### src/rtl/wb_port_arbiter.sv
// wb_port_arbiter
// Shares the single register-file write port between the in-order pipeline
// writeback and a long-latency unit whose results arrive out of band. The
// long-latency results wait in a small FIFO; the pipeline normally wins, but
// a starvation counter forces a one-cycle pipeline stall (DRAIN) so queued
// results always reach the register file.
module wb_port_arbiter #(
  parameter int DEPTH        = 2,
  parameter int STARVE_LIMIT = 4
) (
  input  logic        clk,
  input  logic        reset,
  input  logic        pipe_reg_write,
  input  logic [4:0]  pipe_rd_address,
  input  logic [31:0] pipe_wdata,
  input  logic        ll_valid,
  input  logic [4:0]  ll_rd_address,
  input  logic [31:0] ll_wdata,
  output logic        ll_ready,
  output logic        rf_write_enable,
  output logic [4:0]  rf_write_address,
  output logic [31:0] rf_write_data,
  output logic        pipe_stall
);

  localparam int AW = $clog2(DEPTH);
  localparam logic [AW:0] FULL_COUNT = (AW+1)'(DEPTH);
  localparam logic [3:0]  LAST_WIN   = 4'(STARVE_LIMIT - 1);

  typedef enum logic {
    IDLE,
    DRAIN
  } state_t;

  state_t      r_state;
  state_t      w_nextState;
  logic [3:0]  r_starve;
  logic [3:0]  w_nextStarve;

  logic [AW:0] r_wrPtr;
  logic [AW:0] r_rdPtr;
  logic [4:0]  r_memRd   [DEPTH];
  logic [31:0] r_memData [DEPTH];

  logic [AW:0] w_count;
  logic        w_empty;
  logic        w_full;
  logic        w_push;
  logic        w_store;
  logic        w_pipeActive;
  logic        w_grantPipe;
  logic        w_grantFifo;
  logic [4:0]  w_headRd;
  logic [31:0] w_headData;

  // Occupancy comes from the extra-bit pointers; the acceptance flag only
  // looks at registered state so a pop cannot make room in the same cycle.
  always_comb begin
    w_count      = r_wrPtr - r_rdPtr;
    w_empty      = (w_count == '0);
    w_full       = (w_count == FULL_COUNT);
    ll_ready     = !reset && !w_full;
    w_push       = ll_valid && ll_ready;
    w_store      = w_push && (ll_rd_address != 5'd0);
    w_pipeActive = pipe_reg_write && (pipe_rd_address != 5'd0);
    w_headRd     = r_memRd[r_rdPtr[AW-1:0]];
    w_headData   = r_memData[r_rdPtr[AW-1:0]];
  end

  // Grant decision: pipeline first in IDLE, FIFO head whenever the pipeline
  // is idle or the block is forcing a drain; reset blocks every write.
  always_comb begin
    w_grantPipe = 1'b0;
    w_grantFifo = 1'b0;
    if (!reset) begin
      case (r_state)
        IDLE: begin
          if (w_pipeActive) begin
            w_grantPipe = 1'b1;
          end else if (!w_empty) begin
            w_grantFifo = 1'b1;
          end
        end
        DRAIN: begin
          w_grantFifo = !w_empty;
        end
        default: begin
          w_grantFifo = 1'b0;
        end
      endcase
    end
  end

  // Next state and starvation count: count consecutive pipeline wins over a
  // waiting FIFO and schedule a drain on the last allowed win.
  always_comb begin
    w_nextState  = IDLE;
    w_nextStarve = r_starve;
    case (r_state)
      IDLE: begin
        if (w_grantFifo || w_empty) begin
          w_nextStarve = 4'd0;
        end else if (w_grantPipe) begin
          if (r_starve == LAST_WIN) begin
            w_nextState  = DRAIN;
            w_nextStarve = 4'd0;
          end else begin
            w_nextStarve = r_starve + 4'd1;
          end
        end
      end
      DRAIN: begin
        w_nextStarve = 4'd0;
      end
      default: begin
        w_nextStarve = 4'd0;
      end
    endcase
  end

  // Output mux: the register-file port follows whichever source is granted
  // and rests at zero otherwise; the stall is a pure function of the state.
  always_comb begin
    pipe_stall       = (r_state == DRAIN);
    rf_write_enable  = 1'b0;
    rf_write_address = 5'd0;
    rf_write_data    = 32'd0;
    if (w_grantPipe) begin
      rf_write_enable  = 1'b1;
      rf_write_address = pipe_rd_address;
      rf_write_data    = pipe_wdata;
    end else if (w_grantFifo) begin
      rf_write_enable  = 1'b1;
      rf_write_address = w_headRd;
      rf_write_data    = w_headData;
    end
  end

  // State and starvation counter registers.
  always_ff @(posedge clk or posedge reset) begin
    if (reset) begin
      r_state  <= IDLE;
      r_starve <= 4'd0;
    end else begin
      r_state  <= w_nextState;
      r_starve <= w_nextStarve;
    end
  end

  // FIFO pointers; results for x0 are acknowledged but never enqueued.
  always_ff @(posedge clk or posedge reset) begin
    if (reset) begin
      r_wrPtr <= '0;
      r_rdPtr <= '0;
    end else begin
      if (w_store) begin
        r_wrPtr <= r_wrPtr + 1'b1;
      end
      if (w_grantFifo) begin
        r_rdPtr <= r_rdPtr + 1'b1;
      end
    end
  end

  // FIFO storage needs no reset because the pointers define validity.
  always_ff @(posedge clk) begin
    if (w_store) begin
      r_memRd[r_wrPtr[AW-1:0]]   <= ll_rd_address;
      r_memData[r_wrPtr[AW-1:0]] <= ll_wdata;
    end
  end

endmodule
### config.mk
export PLATFORM = sky130hd
export DESIGN_NAME = wb_port_arbiter
export DESIGN_NICKNAME = d
export VERILOG_FILES = /design/src/rtl/wb_port_arbiter.sv
export SDC_FILE = /design/constraint.sdc
export NUM_CORES = 1
export LEC_CHECK = 0
export CORE_UTILIZATION = 40
export CTS_BUF_LIST = sky130_fd_sc_hd__clkbuf_2
export DETAILED_ROUTE_END_ITERATION = 12
export HOLD_SLACK_MARGIN = 0.03
export PLACE_DENSITY = 0.75
export SYNTH_ARGS = -nofsm -noshare
export SYNTH_HDL_FRONTEND = slang
export SYNTH_SLANG_ARGS = --single-unit
### constraint.sdc
create_clock -name clk -period 3.65 [get_ports clk]
set_clock_uncertainty 0.15 [all_clocks]
set_input_delay 0.5475 -clock clk [delete_from_list [all_inputs] [get_ports clk]]
set_output_delay 0.5475 -clock clk [all_outputs]
set_load 0.02 [all_outputs]
==> flow_metrics.env <==
export IMPL_r2r_cells=4
export IMPL_synth_seq_cells=83
export IMPL_cp_end_kind="output port"
export IMPL_drv_cap=0
export IMPL_grt_pass1_wl_um=13900
export IMPL_r2r_start="r_rdPtr[0]$_DFFE_PP0P_"
export IMPL_hold_viol_final=0
export IMPL_grt_pass1_vias=2834
export IMPL_status="finished, final reports clean"
export IMPL_finalMaxSlewViolations=0
export IMPL_placedInstanceArea_sq_um=5100
export IMPL_crit_arrival_ns=2.69
export IMPL_syn_to_final_growth_pct=37.6
export IMPL_ys_warn_count=0
export IMPL_ant_nets=0
export IMPL_detail_route_wl_per_cell_um=16.1
export IMPL_ctsResizeCount=0
export IMPL_port_buffers=117
export IMPL_hold_class="input pin to async pin"
export IMPL_final_cells=530
export IMPL_timing_setup_tns_ns=0
export IMPL_rows=35
export IMPL_crit_slowest_cell="clkdlybuf4s50_1"
export IMPL_core_area_sq_um=9200
export IMPL_reg2reg_slack_ns=1.28
export IMPL_peakVddDrop_mv=0.280
export IMPL_relSlewSlack=0.448
export IMPL_holdBufCountCts=0
export IMPL_cts_tree="yes"
export IMPL_power_density_nw_per_um2=592
export IMPL_ios=118
export IMPL_rsz0062_at_grt="no"
export IMPL_final_setup_viol_count=0
export IMPL_die_area_sq_um=9870
export IMPL_critPathMaxStageDelay_ns=0.64
export IMPL_synth_cell_types=30
export IMPL_ys_seq_area_frac=0.646
export IMPL_n_fill_cell=794
export IMPL_final_util=0.567
export IMPL_final_area_sq_um=5220
export IMPL_numClockSinks=83
export IMPL_startpoint_type="input pin"
export IMPL_grt_max_degree=46
export IMPL_drive_above_1_share=0.174
export IMPL_cts_buffer_depth=2
export IMPL_syn_area_per_cell_sq_um=12.9
export IMPL_internal_power_uw=2000
export IMPL_synth_area_sq_um=3790
export IMPL_cts_root_buf="clkbuf_2"
export IMPL_synth_cells=295
export IMPL_leakage_uw=0.00182
export IMPL_drt_initial_drc_count=91
export IMPL_synth_nets=374
export IMPL_worst_slew_pin_slew_ns=0.828
export IMPL_drcViolationCount=0
export IMPL_die_h_um=99.4
export IMPL_cp_max_fo=40
export IMPL_wl_um=8540
export IMPL_numCtsBuffers=9
export IMPL_total_power_uw=3090
export IMPL_post_route_min_period_ns=3.39
export IMPL_via_count=2723
export IMPL_overflow=0
export IMPL_antenna_cells=0
export IMPL_p_clk_frac=0.155
export IMPL_h_tree_depth=3
export IMPL_clk_insertion_delay_late_ns=0.51
export IMPL_pwr_share_seq=0.422
export IMPL_postCtsSetupBuffers=0
export IMPL_fmax_ghz=0.295
export IMPL_power_frac_comb=0.423
export IMPL_dp_cells=514
export IMPL_start_util=0.412
export IMPL_path_common_cell="clkdlybuf4s50_1"
export IMPL_grt_total_usage=0.184
export IMPL_firstDrtPassIters=4
export IMPL_sw_frac_of_total=0.354
export IMPL_rr_endpoint="r_memData[1][21]$_DFFE_PP_"
export IMPL_grt_antenna_before_repair=0
export IMPL_cts_reportedPaths_clkPinSlew_ns=0.24
export IMPL_power_switching_uw=1090
export IMPL_critical_path_class="input pin to output port"
export IMPL_cp_required_ns=2.95
export IMPL_fin_crit_sh=0.929
export IMPL_crit_chain="clkdlybuf4s50_1 -> nor4_4 -> a21bo_2 -> buf_12 -> nand3_1 -> a21oi_1 -> clkdlybuf4s50_1"
export IMPL_die_x_um=99.4
export IMPL_viasPerCell=5.14
export IMPL_place_hpwl_um=5900
export IMPL_gp_congestion=0.711
export IMPL_fin_nets=493
## power groups by stage
stage	logic (uW)	clock network [uW]	registers (uW)
finish	1310	479	1300
global route	1420	535	1320
CTS	1320	495	1300
detailed placement	1320	0	1330
global placement	1300	0	1320
floorplan	871	0	1290
## area by class of cell
cell class	instances	area, sq um	share of cell area
tap	111	139	0.0266
clock buffer	11	55.1	0.0106
clock inverter	5	62.6	0.0120
sequential	83	2450	0.469
multi-input combinational	190	1240	0.238
timing repair buffer	128	1260	0.242
inverter	2	7.51	0.00144
## kinds of logic (layout without fill, tap and decap cells)
group | Yosys count | count (layout) | synth area share
simple gates | 97 | 97 | 0.124
flops | 83 | 83 | 0.646
compound gates | 47 | 47 | 0.0677
mux | 37 | 37 | 0.110
buf+inv | 22 | 146 | 0.0310
xor+xnor | 8 | 8 | 0.0185
fa+ha+maj | 1 | 1 | 0.00330
## layer usage
| layer | GRT usage | vias up | wire length [um] |
|---|---|---|---|
| met5 | 0 | - | 0 |
| met4 | 0.0656 | 0 | 119 |
| met3 | 0.0387 | 11 | 463 |
| met2 | 0.322 | 83 | 4300 |
| met1 | 0.227 | 1302 | 3660 |
| li1 | - | 1327 | - |
## registers in the layout, indices dropped and copies added (netlist names)
signal and count:
r_rdPtr 2, pipe_stall 1, r_starve 4, r_wrPtr 2, r_memData 64, r_memRd 10
## cell usage after synthesis, drive strengths merged
library cell  instances  area [sq um]
a21bo                 1          10.0
nor2                  4          15.0
edfxtp               74          2220
and2                  2          12.5
nand3                39           195
xor2                  3          26.3
inv                   2          7.51
o21ai                 1          5.00
buf                  15          91.3
nor4                  1          21.3
xnor2                 5          43.8
a21oi                41           209
a31oi                 1          6.26
and4                  2          17.5
clkbuf                5          18.8
nand4                 2          12.5
nand2b                1          6.26
ha                    1          12.5
nor2b                 1          8.76
a21boi                2          18.8
a22oi                 1          7.51
nand2                39           146
dfrtp                 9           225
nor3b                 2          15.0
nor3                  4          20.0
mux2                 37           417
## worst max-delay path by stage
stage	start	end	depth (start not counted)	slack, ns
3_5_place_dp	pipe_rd_address[0]	rf_write_data[29]	7	0.25
4_1_cts	r_rdPtr[0]$_DFFE_PP0P_	rf_write_data[4]	5	0.23
3_3_place_gp	pipe_rd_address[0]	rf_write_data[22]	7	0.32
5_1_grt	pipe_stall$_DFF_PP0_	rf_write_data[17]	6	0.04
2_1_floorplan	reset	r_memData[0][0]$_DFFE_PP_	4	0.33
6_report	pipe_rd_address[0]	rf_write_data[29]	7	0.26
## worst max-delay path: cells and delay by family
| kind | cells | cell delay [ns] |
|---|---|---|
| and+or+nand+nor | 2 | 0.43 |
| buffers and inverters | 3 | 1.33 |
| AOI/OAI and AO/OA | 2 | 0.39 |
## cells in the final DEF, fill, tap and decap left out, drive strengths merged, types with 3 or more instances in the layout
| cell | count |
|---|---|
| edfxtp | 74 |
| nand2 | 39 |
| inv | 3 |
| nand3 | 39 |
| dfrtp | 9 |
| xor2 | 3 |
| clkdlybuf4s50 | 116 |
| nor3 | 4 |
| clkbuf | 11 |
| a21oi | 41 |
| xnor2 | 5 |
| nor2 | 4 |
| mux2 | 37 |
| buf | 12 |
## through the flow
step | worst slack [ns] | hold slack, ns
after CTS | 0.232 | 0.231
after global placement | 0.317 | 0.361
after floorplan | 0.333 | 0.348
final | 0.259 | 0.267
after detailed placement | 0.246 | 0.366
after global routing | 0.0361 | 0.282
Power figures use the tool's default switching activity.
